**src/rtl/alu_issue.sv**
```systemverilog
// Issue/writeback sequencer in front of a combinational ALU: decode, hold operands, capture result.
// Optional feature macro: ALU_ISSUE_MUL_EN enables the multi-cycle MUL path (MUL_LAT cycles).
module alu_issue #(
    parameter int MUL_LAT = 2
) (
    input  logic        clk,
    input  logic        rst_n,
    input  logic        in_valid,
    output logic        in_ready,
    input  logic [31:0] in_instr,
    input  logic [31:0] in_rs1_val,
    input  logic [31:0] in_rs2_val,
    output logic [31:0] alu_data_a,
    output logic [31:0] alu_data_b,
    output logic [3:0]  alu_select,
    input  logic [31:0] alu_result,
    output logic        out_valid,
    input  logic        out_ready,
    output logic [31:0] out_result,
    output logic [4:0]  out_rd,
    output logic        out_err
);

    if (MUL_LAT < 1 || MUL_LAT > 15) begin : g_bad_mul_lat
        $error("alu_issue: MUL_LAT must be in 1..15");
    end

    typedef enum logic [1:0] {IDLE, EXEC, RESP} state_t;

    localparam logic [6:0] OP_R = 7'b0110011;
    localparam logic [6:0] OP_I = 7'b0010011;

    state_t      state_q, state_d;
    logic        in_ready_q, in_ready_d;
    logic        out_valid_q, out_valid_d;
    logic [31:0] result_q, result_d;
    logic [4:0]  rd_q, rd_d;
    logic        err_q, err_d;
    logic [31:0] a_q, a_d;
    logic [31:0] b_q, b_d;
    logic [3:0]  sel_q, sel_d;

    logic        dec_legal;
    logic [3:0]  dec_sel;
    logic [31:0] dec_b;
    logic [6:0]  opcode, funct7;
    logic [2:0]  funct3;

`ifdef ALU_ISSUE_MUL_EN
    localparam logic [3:0] MUL_CNT = 4'(MUL_LAT);
    logic        dec_mul;
    logic [3:0]  cnt_q, cnt_d;
`endif

    // Register indices arrive already resolved as rs1/rs2 values.
    logic unused_rs1_field;
    assign unused_rs1_field = ^in_instr[19:15];

    assign opcode = in_instr[6:0];
    assign funct3 = in_instr[14:12];
    assign funct7 = in_instr[31:25];

    always_comb begin
        dec_legal = 1'b0;
        dec_sel   = 4'b1111;
        dec_b     = in_rs2_val;
`ifdef ALU_ISSUE_MUL_EN
        dec_mul   = 1'b0;
`endif
        case (opcode)
            OP_R: begin
                if (funct7 == 7'b0000000) begin
                    case (funct3)
                        3'b000: begin dec_legal = 1'b1; dec_sel = 4'b0010; end
                        3'b111: begin dec_legal = 1'b1; dec_sel = 4'b0000; end
                        3'b110: begin dec_legal = 1'b1; dec_sel = 4'b0001; end
                        3'b001: begin
                            dec_legal = 1'b1;
                            dec_sel   = 4'b0111;
                            dec_b     = {27'd0, in_rs2_val[4:0]};
                        end
                        default: ;
                    endcase
                end else if (funct7 == 7'b0100000 && funct3 == 3'b000) begin
                    dec_legal = 1'b1;
                    dec_sel   = 4'b0110;
                end
`ifdef ALU_ISSUE_MUL_EN
                else if (funct7 == 7'b0000001 && funct3 == 3'b000) begin
                    dec_legal = 1'b1;
                    dec_sel   = 4'b1100;
                    dec_mul   = 1'b1;
                end
`endif
            end
            OP_I: begin
                dec_b = {{20{in_instr[31]}}, in_instr[31:20]};
                case (funct3)
                    3'b000: begin dec_legal = 1'b1; dec_sel = 4'b0010; end
                    3'b111: begin dec_legal = 1'b1; dec_sel = 4'b0000; end
                    3'b110: begin dec_legal = 1'b1; dec_sel = 4'b0001; end
                    3'b001: begin
                        if (funct7 == 7'b0000000) begin
                            dec_legal = 1'b1;
                            dec_sel   = 4'b0111;
                            dec_b     = {27'd0, in_instr[24:20]};
                        end
                    end
                    default: ;
                endcase
            end
            default: ;
        endcase
    end

    always_comb begin
        state_d  = state_q;
        result_d = result_q;
        rd_d     = rd_q;
        err_d    = err_q;
        a_d      = a_q;
        b_d      = b_q;
        sel_d    = sel_q;
`ifdef ALU_ISSUE_MUL_EN
        cnt_d    = cnt_q;
`endif
        case (state_q)
            IDLE: begin
                if (in_valid) begin
                    rd_d = in_instr[11:7];
                    if (dec_legal) begin
                        a_d     = in_rs1_val;
                        b_d     = dec_b;
                        sel_d   = dec_sel;
                        state_d = EXEC;
`ifdef ALU_ISSUE_MUL_EN
                        cnt_d   = dec_mul ? MUL_CNT : 4'd1;
`endif
                    end else begin
                        result_d = 32'd0;
                        err_d    = 1'b1;
                        state_d  = RESP;
                    end
                end
            end
            EXEC: begin
`ifdef ALU_ISSUE_MUL_EN
                if (cnt_q == 4'd1) begin
                    result_d = (rd_q == 5'd0) ? 32'd0 : alu_result;
                    err_d    = 1'b0;
                    state_d  = RESP;
                end else begin
                    cnt_d = cnt_q - 4'd1;
                end
`else
                result_d = (rd_q == 5'd0) ? 32'd0 : alu_result;
                err_d    = 1'b0;
                state_d  = RESP;
`endif
            end
            RESP: begin
                if (out_ready) begin
                    state_d = IDLE;
                end
            end
            default: state_d = IDLE;
        endcase
        // Handshake flags are registered copies of the next state.
        in_ready_d  = (state_d == IDLE);
        out_valid_d = (state_d == RESP);
    end

    always_ff @(posedge clk or negedge rst_n) begin
        if (!rst_n) begin
            state_q     <= IDLE;
            in_ready_q  <= 1'b1;
            out_valid_q <= 1'b0;
            result_q    <= 32'd0;
            rd_q        <= 5'd0;
            err_q       <= 1'b0;
            a_q         <= 32'd0;
            b_q         <= 32'd0;
            sel_q       <= 4'b1111;
`ifdef ALU_ISSUE_MUL_EN
            cnt_q       <= 4'd0;
`endif
        end else begin
            state_q     <= state_d;
            in_ready_q  <= in_ready_d;
            out_valid_q <= out_valid_d;
            result_q    <= result_d;
            rd_q        <= rd_d;
            err_q       <= err_d;
            a_q         <= a_d;
            b_q         <= b_d;
            sel_q       <= sel_d;
`ifdef ALU_ISSUE_MUL_EN
            cnt_q       <= cnt_d;
`endif
        end
    end

    assign in_ready   = in_ready_q;
    assign out_valid  = out_valid_q;
    assign out_result = result_q;
    assign out_rd     = rd_q;
    assign out_err    = err_q;
    assign alu_data_a = a_q;
    assign alu_data_b = b_q;
    assign alu_select = sel_q;

endmodule

```
**config.mk**
```make
export PLATFORM = sky130hd
export DESIGN_NAME = alu_issue
export DESIGN_NICKNAME = d
export VERILOG_FILES = /design/src/rtl/alu_issue.sv
export SDC_FILE = /design/constraint.sdc
export NUM_CORES = 1
export LEC_CHECK = 0
export CAP_MARGIN = 15
export CORE_MARGIN = 2
export CORE_UTILIZATION = 30
export CTS_CLUSTER_DIAMETER = 30
export DETAILED_ROUTE_END_ITERATION = 10
export PLACE_DENSITY = 0.64
export SYNTH_ARGS = -nofsm -noshare
export SYNTH_HDL_FRONTEND = slang
export SYNTH_SLANG_ARGS = --single-unit
```
**constraint.sdc**
```tcl
create_clock -name clk -period 2.4 [get_ports clk]
set_input_delay 0.48 -clock clk [delete_from_list [all_inputs] [get_ports clk]]
set_output_delay 0.48 -clock clk [all_outputs]
set_load 0.05 [all_outputs]
```
==> summary.txt, run 1 <==
status = finished, final reports clean
global-route wire length before repair = 22.78 mm
Critical Path Fanout Max = 5
Vias/cell = 4.636
synth unique cells = 38
most frequent cells in the layout = 225 x clkdlybuf4s50_1, 104 x dfrtp_1, 79 x nand2_1
total negative setup slack = 0 ns
Die Span Y = 133.6 um
VDD IR max = 0.6712 mV
nets = 854
Synth Instances = 457
Pins Over Slew Limit = 0
syn_nets = 589
cts bufs inserted = 9
Power Density = 782.0 nW/um^2
Final Instance Area = 8429 um^2
Syn-to-layout area delta = 67.38%
core footprint = 16,520 um^2
n_diodes = 0
Ports = 240
most common cell after layout, fill and taps aside = clkdlybuf4s50_1
CTS tree = built
total power = 6.592 mW
Tcrit/Tclk final = 0.9799
syn avg cell area = 11.02 um^2
maximum root-to-sink buffer count = 2
CTS sink cnt = 110
largest net degree at the start of global routing = 69
final critical-path required period = 2.352 ns
Clock Tree Root = clkbuf_16
placed insts = 916
Critical Path AT = 2.58 ns
routed wire length = 14.69 mm
DP HPWL = 10.65 mm
starting density of the core = 0.3048
Post-DRT Antenna Nets = 0
Tot GR Track Use = 0.1605
CP endpoint kind = flop
Non-Filler Instances = 947
wire per inst = 15.51 um
CP Class = in2reg
initial antenna violation count = 0
die width = 133.6 um
CTS clock-pin slew for the worst setup and hold paths = 0.07 ns
TritonRoute pass-1 iters = 4
maxcap violations = 0
WP data required = 2.62 ns
setup violators final = 0
buffers added on ports = 234
Synth Warn # = 0
synthesized flop and latch total = 110
layout cells sized above 1 = 0.1706
sequential area share after synthesis = 0.5478
Worst Tran Pin Value = 0.5838 ns
row count = 47
Post-route DRC = 0
Worst setup SP type = primary input
H-tree depth = 3
final-report hold violation count = 0
Cell Area, Synth = 5036 um^2
Clock Latency Late Sink = 0.34 ns
Max-slew headroom = 0.6096
via count = 4,390
area post-placement = 7861 um^2
total die area = 17,840 um^2
f_max = 0.4252 GHz
vias in the first global route = 4,452
GPL Wtd Cong = 0.8048
clk_skew = 0.008493 ns
Hold Path Class = reg2reg
initial DRC count = 172
Leakage = 4.100 nW
total gr overflow = 0
==> path summary, 6_finish.rpt <==
check / cells after the start / end / startpoint / slack [ns]
max in group asynchronous: 3 / alu_select[0] / rst_n / 1.12
hold reg to reg: 1 / alu_data_a[31] / alu_data_a[31] / 0.49
min in group asynchronous: 2 / alu_data_a[0] / rst_n / 0.58
setup / recovery: 8 / alu_data_a[3] / in_instr[3] / 0.05
setup reg to reg: 5 / alu_data_a[3] / state_q[0] / 0.78
hold / removal: 1 / alu_data_a[31] / alu_data_a[31] / 0.49
==> sequential cells by signal, summed over array words and instances (netlist names), 2 cells and up <==
signal      flops
alu_data_a     32
alu_data_b     32
out_result     32
out_rd          5
alu_select      4
state_q         2
==> per-stage QoR <==
stage	utilization	hold slack, ns	setup WS [ns]
after floorplan	-	0.1844	0.02085
after global placement	0.4757	0.3716	-0.4922
after detailed placement	0.4757	0.3754	-0.5131
after CTS	0.4988	0.4989	-0.04015
after global routing	0.5101	0.5192	-0.003756
final	0.5101	0.4924	0.04832
==> Yosys cell counts, drive strengths merged <==
cell     instances  area share
dfstp            5       0.026
or3              1      0.0012
a211o            1      0.0017
a21o            32       0.048
nand3            1     0.00099
nor3             3      0.0040
xor2             1      0.0017
dfrtp          105        0.52
a2bb2oi          1      0.0017
mux2            55        0.12
nand3b           1      0.0015
nor2             6      0.0045
nand2b           6      0.0075
o31ai            1      0.0015
a21boi           2      0.0030
clkbuf          18       0.013
nand4            1      0.0012
nor4             2      0.0025
or2              1      0.0012
nand2           79       0.059
a21oi            1     0.00099
and4             1      0.0017
and2             4      0.0050
inv             26       0.019
nor4b            1      0.0017
or4b             1      0.0027
mux2i           23       0.046
buf             12       0.019
a221o            2      0.0040
o31a             1      0.0017
o21ai           56       0.056
o221ai           5      0.0087
a2111oi          1      0.0055
a41o             1      0.0020
==> repair_timing <==
item                                    4_1_cts  5_1_grt
pin swaps                                     2        5
gates cloned                                  2        5
hold buffers                                  1        0
endpoints found under the setup margin       98       80
buffers inserted                              1        6
hold endpoints to repair                     17        0
gates resized for setup                       9        8
==> area by class of cell <==
cell class,count,area (um^2)
Clock buffer,13,250.2
Clock inverter,3,45.04
Fill cell,1493,8095
Inverter,26,97.59
Multi-Input combinational cell,291,2042
Sequential cell,110,2760
Tap cell,220,275.3
Timing Repair Buffer,284,2959
==> where the power goes <==
part | switching (mW) | internal (mW)
Sequential | 0.241 | 2.18
Clock | 0.661 | 0.840
Combinational | 1.64 | 1.02
Total | 2.54 | 4.05
==> per-layer routing <==
| metal | track usage | part of all wire | vias to the layer above |
|---|---|---|---|
| li1 | - | - | 2091 |
| met1 | 0.1942 | 0.41 | 2097 |
| met2 | 0.2655 | 0.49 | 179 |
| met3 | 0.05822 | 0.083 | 23 |
| met4 | 0.05496 | 0.023 | 0 |
| met5 | 0 | 0 | - |
==> worst max-delay path, stage by stage <==
cell and delay (ns):
dlygate4sd2_1 0.25, or4b_4 0.56, or2_4 0.26, a2111oi_4 0.29
o21ai_4 0.13, buf_6 0.16, buf_12 0.13, mux2_1 0.31
==> logic make-up (layout without fill, tap and decap cells) <==
group / Yosys count / in the layout / synth area share
mux: 78 / 78 / 0.1687
flops: 110 / 110 / 0.5478
buf+inv: 56 / 326 / 0.05217
simple gates: 108 / 108 / 0.09466
compound gates: 104 / 104 / 0.1349
xor+xnor: 1 / 1 / 0.001739
Note: power is estimated with default switching activity, not from simulation.
==> run 2: changes to the inputs <==
CORE_ASPECT_RATIO = 0.5   (was not set)
==> summary.txt, run 2 (synthesis results as in run 1) <==
met2 Use GR = 0.2844 (+0.01892)
initial DRC count = 177 (+2.9%)
Power Density = 789.2 nW/um^2 (+0.92%)
GPL Wtd Cong = 0.7765 (-3.5%)
layout cells sized above 1 = 0.1819 (+0.01138)
Critical Path AT = 2.58 ns (about the same)
Max-slew headroom = 0.6167 (+0.007173)
Pins Over Slew Limit = 0 (unchanged)
clk_skew = 0.006464 ns (-0.002029 ns)
final-report hold violation count = 0 (unchanged)
Tot GR Track Use = 0.1612 (+0.0006493)
critical path's largest stage delay = 0.46 ns (-0.10 ns)
total die area = 17,900 um^2 (+0.35%)
TritonRoute pass-1 iters = 4 (unchanged)
Clock Latency Late Sink = 0.34 ns (about the same)
Filler cells = 1,502 (+0.60%)
final setup margin = 0.04390 ns (-0.004422 ns)
Post-route DRC = 0 (unchanged)
Non-Filler Instances = 947 (unchanged)
R2R cell count = 5 (unchanged)
CP endpoint kind = flop
f_max = 0.4244 GHz (-0.19%)
Critical Path Fanout Max = 7 (+2)
Ports = 240 (unchanged)
Most Used Layer, Global Route = met2
status = finished, final reports clean
starting density of the core = 0.3072 (+0.002466)
CTS tree = built
CTS sink cnt = 110 (unchanged)
R2R Setup Slk = 0.80 ns (+0.02 ns)
most frequent cells in the layout = 225 x clkdlybuf4s50_1, 104 x dfrtp_1, 79 x nand2_1
RSZ-0062 raised after global routing = no
Setup WS pre-CTS = -0.4624 ns (+0.05067 ns)
end of the worst register-to-register path = alu_data_a[31]
n_diodes = 0 (unchanged)
Post-DRT Antenna Nets = 0 (unchanged)
final critical-path required period = 2.356 ns (+0.004422 ns)
die width = 187.2 um (+40%)
Hold Path Class = in2async
vias in the first global route = 4,257 (-4.4%)
placed insts = 920 (+0.44%)
Tcrit/Tclk final = 0.9817 (+0.001842)
Leakage = 4.075 nW (-0.61%)
Clock Tree Root = clkbuf_16
DP HPWL = 10.37 mm (-2.6%)
VDD IR max = 0.4415 mV (-34%)
Vias/cell = 4.568 (-1.5%)
GR met1 Demand/Resource = 0.1969 (+0.002736)
buffers added on ports = 234 (unchanged)
global-route wire length before repair = 22.74 mm (-0.21%)
maxcap violations = 0 (unchanged)
Syn-to-layout area delta = 66.04%
initial antenna violation count = 0 (unchanged)
via count = 4,326 (-1.5%)
setup violators final = 0 (unchanged)
crit-path cells = dlygate4sd2_1 > or4b_4 > or2_4 > a2111oi_4 > buf_4 > o21ai_4 > buf_12 > buf_12 > mux2_4
total gr overflow = 0 (unchanged)
nets = 847 (-0.82%)
largest net degree at the start of global routing = 69 (unchanged)
CP most frequent cell = buf_12
WP data required = 2.62 ns (about the same)
Worst Tran Pin Value = 0.5749 ns (-0.008930 ns)
maximum root-to-sink buffer count = 2 (unchanged)
total negative setup slack = 0 ns (unchanged)
most common cell after layout, fill and taps aside = clkdlybuf4s50_1
H-tree depth = 3 (unchanged)
CTS clock-pin slew for the worst setup and hold paths = 0.08 ns (about the same)
routed wire length = 14.67 mm (about the same)
CP max stage cell = or4b_4
met3 Use GR = 0.03938 (-0.01884)
Die Span Y = 95.62 um (-28%)
wire per inst = 15.50 um (about the same)
core footprint = 16,390 um^2 (-0.80%)
r2r startpoint = state_q[0]
row count = 33 (-30%)
cts bufs inserted = 9 (unchanged)
Worst setup SP type = primary input
CP Class = in2reg
## run 2: cell types whose count changed in the layout (fill, tap and decap cells not counted), sizes merged
cell         change
buf              -3
dlygate4sd2      -3
inv              +2
dlygate4sd3      -1
bufbuf           +1
clkinv           +2
clkbuf           -3
clkinvlp         -2
## run 2: stage by stage
step	utilization	cell area (um^2)	total power [mW]	hold WS, ns
3_5_place_dp	0.4772	7823	5.117	0.4843
4_1_cts	0.5101	8362	6.680	0.1384
2_1_floorplan	-	5044	4.040	0.1844
5_1_grt	0.5101	8362	6.911	0.1644
6_report	0.5101	8362	6.599	0.1351
3_3_place_gp	0.4772	7823	5.080	0.4752
## run 2: power breakdown
part | leakage (nW) | switching, mW | internal, mW
registers | 1.35 | 0.242 | 2.18
clock network | 0.150 | 0.692 | 0.844
logic | 2.58 | 1.63 | 1.01
## run 2: final cells by class
cell class | instances | area, um^2 | area share
flip-flops and latches | 110 | 2760 | 0.3301
clock inverters | 5 | 57.56 | 0.006883
clock buffers | 11 | 242.7 | 0.02903
inverters | 26 | 97.59 | 0.01167
well taps | 227 | 284.0 | 0.03397
repair buffers | 277 | 2839 | 0.3395
multi-input cells | 291 | 2081 | 0.2488
## run 2: layer usage
| layer | part of all wire | routed length, um |
|---|---|---|
| met5 | 0 | 0 |
| met4 | 0.025 | 361 |
| met3 | 0.043 | 638 |
| met2 | 0.51 | 7486 |
| met1 | 0.42 | 6187 |
## run 2: what timing repair did
action                     in CTS  in global routing
hold buffers                    0                  0
gates cloned                    5                  0
gates resized for setup        18                 16
setup endpoints to repair      69                100
pin swaps                       5                  5
buffers inserted                7                  0
## run 2: worst max-delay path by stage
stage               cells past startpoint          from  slack, ns             end
floorplan                               7   in_instr[3]       0.02  alu_data_a[27]
global placement                        7   in_instr[3]      -0.41  alu_data_a[15]
detailed placement                      7   in_instr[3]      -0.46  alu_data_a[15]
CTS                                     9   in_instr[3]       0.02   alu_data_a[3]
global route                            8  in_instr[13]      0.001   alu_data_a[3]
finish                                  9   in_instr[4]       0.04  alu_data_a[31]
## run 2: critical path, delay by kind of cell
kind / cells / cell delay, ns
compound gates: 2 / 0.39
buf+inv: 4 / 0.67
mux: 1 / 0.29
simple gates: 2 / 0.74
==> edit (settings of run 1) <==
Put one more register stage on the output `out_err`, with the module's reset. The value now appears one clock later. The other outputs are not delayed to match.
--- a/src/rtl/alu_issue.sv
+++ b/src/rtl/alu_issue.sv
@@ -206,3 +206,9 @@
     assign out_rd     = rd_q;
-    assign out_err    = err_q;
+    always_ff @(posedge clk or negedge rst_n) begin
+        if (!rst_n) begin
+            out_err <= '0;
+        end else begin
+            out_err <= err_q;
+        end
+    end
     assign alu_data_a = a_q;
Function: changed (a bounded check fails within 4 cycles, from zero or initial values and one cycle with rst_n low).
==> edit against run 1 <==
  * Final area decreased by 0.88%
  * Area after synthesis down 0.40%
  * Worst setup slack better by 0.0080 ns
  * Sequential cell count grew 1
  * Total power fell by 1.4%
  * Wire length increased by 5.1%
  * Via count shrank 1.3%
  * Critical path type unchanged
  * Cell count shrank 1.8%
  * Global-route usage rose by 1.4 points
==> edit: results (changes against run 1) <==
| Metric | Value |
|---|---|
| Run status | `finished clean (unchanged)` |
| Sequential standard cell area | `2785 um^2 (was 2760 um^2)` |
| Remaining max-slew budget at the tightest pin | `0.6234 (was 0.6096)` |
| Post-layout nets | `836 (was 854)` |
| Total global-route track usage | `0.1748 (was 0.1605)` |
| Min-delay worst type | `input pin to async pin (was flop to flop)` |
| Cts repair resizes | `19 (was 9)` |
| Worst Setup Slack post-DPL | `-0.6330 ns (was -0.5131 ns)` |
| Setup repair bufs after CTS | `9 (was 1)` |
| Most numerous cell types in the synthesized netlist | `sky130_fd_sc_hd__dfrtp_1, sky130_fd_sc_hd__nand2_1, sky130_fd_sc_hd__mux2_2 (was sky130_fd_sc_hd__dfrtp_1, sky130_fd_sc_hd__nand2_1, sky130_fd_sc_hd__o21ai_0)` |
| Wire length on met3 | `1.628 mm (was 1.226 mm)` |
| Clock tree skew after final layout | `0.01095 ns (was 0.008493 ns)` |
| CP peak stage delay | `0.59 ns (was 0.56 ns)` |
| Maximum resistive drop on vdd | `0.5626 mV (was 0.6712 mV)` |
| Critical path's slowest cell | `sky130_fd_sc_hd__or4_4 (was sky130_fd_sc_hd__or4b_4)` |
| Leak Pwr | `0.003820 uW (was 0.004100 uW)` |
| Via count normalized by instance count | `4.658 (was 4.636)` |
| Sequential fraction of the synthesis area | `0.5550 (was 0.5478)` |
| Standard cell area after detailed placement | `7810 um^2 (was 7861 um^2)` |
| Gate count after technology mapping | `433 (was 457)` |
| DRC violation total after the first TritonRoute iteration | `162 (was 172)` |
| Hpwl dp | `11.24 mm (was 10.65 mm)` |
| Maximum number of pins on one net before global-route repair | `68 (was 69)` |
| Final wirelength | `15.44 mm (was 14.69 mm)` |
| Via Count | `4332 (was 4390)` |
| Fraction of met3 tracks used by global routing | `0.07610 (was 0.05822)` |
| Cell types with the largest area share after synthesis | `sky130_fd_sc_hd__dfrtp_1, sky130_fd_sc_hd__mux2_2, sky130_fd_sc_hd__nand2_1, sky130_fd_sc_hd__a21o_1, sky130_fd_sc_hd__mux2i_1 (was sky130_fd_sc_hd__dfrtp_1, sky130_fd_sc_hd__mux2_2, sky130_fd_sc_hd__nand2_1, sky130_fd_sc_hd__o21ai_0, sky130_fd_sc_hd__a21o_1)` |
| Met1 usage in global routing | `0.2040 (was 0.1942)` |
| Routability cong. | `0.8055 (was 0.8048)` |
| Number of fill cells | `1478 (was 1493)` |
| Wire length of the first global-routing pass | `24.50 mm (was 22.78 mm)` |
| Length of routed met2 wiring | `7.414 mm (was 7.141 mm)` |
| Fraction of layout instances using a drive strength above 1 | `0.1932 (was 0.1706)` |
| Vias in the first global route | `4571 (was 4452)` |
| Library cells used by synthesis | `44 (was 38)` |
-- edit: cell count changes after synthesis, moves of 4 or more --
| cell | run 1 | this run |
|---|---|---|
| sky130_fd_sc_hd__nand2_1 | 79 | 69 |
| sky130_fd_sc_hd__o21ai_0 | 55 | 34 |
| sky130_fd_sc_hd__o221ai_1 | 5 | 0 |
| sky130_fd_sc_hd__mux2_1 | 10 | 3 |
| sky130_fd_sc_hd__a21oi_1 | 1 | 23 |
| sky130_fd_sc_hd__mux2_2 | 45 | 53 |
| sky130_fd_sc_hd__nor2_1 | 6 | 2 |
| sky130_fd_sc_hd__clkbuf_1 | 18 | 14 |
| sky130_fd_sc_hd__nand2b_1 | 6 | 0 |
-- edit: final cells by class --
class	count	share of cell area
clock buffers	13	0.03115
well taps	220	0.03294
diodes	1	0.0002995
repair buffers	286	0.3504
flip-flops and latches	111	0.3333
multi-input cells	273	0.2393
clock inverters	3	0.002246
inverters	23	0.01033
-- edit: path summary, 6_finish.rpt --
| kind | start | to | slack [ns] | cells after the start |
|---|---|---|---|---|
| worst max-delay path | in_instr[25] | alu_data_b[8] | 0.06 | 8 |
| worst min-delay path | rst_n | out_result[1] | 0.03 | 1 |
| worst max register to register | out_rd[1] | out_result[11] | 0.56 | 6 |
| worst min register to register | err_q | out_err | 0.39 | 0 |
| max in group asynchronous | rst_n | alu_select[0] | 1.72 | 2 |
| min in group clk | err_q | out_err | 0.39 | 0 |
-- edit: cells by family after synthesis --
kind of cell / count (synthesis) / share of synthesized area
muxes: 77 / 0.1676
xor gates and xnor gates: 1 / 0.001746
DFF: 111 / 0.5550
and+or+nand+nor: 88 / 0.08456
AOI/OAI and AO/OA: 107 / 0.1392
buffers and inverters: 49 / 0.05188
-- edit: where the power goes --
group          internal (uW)  switching, uW
Clock                    761            665
Combinational           1010           1630
Sequential              2200            241
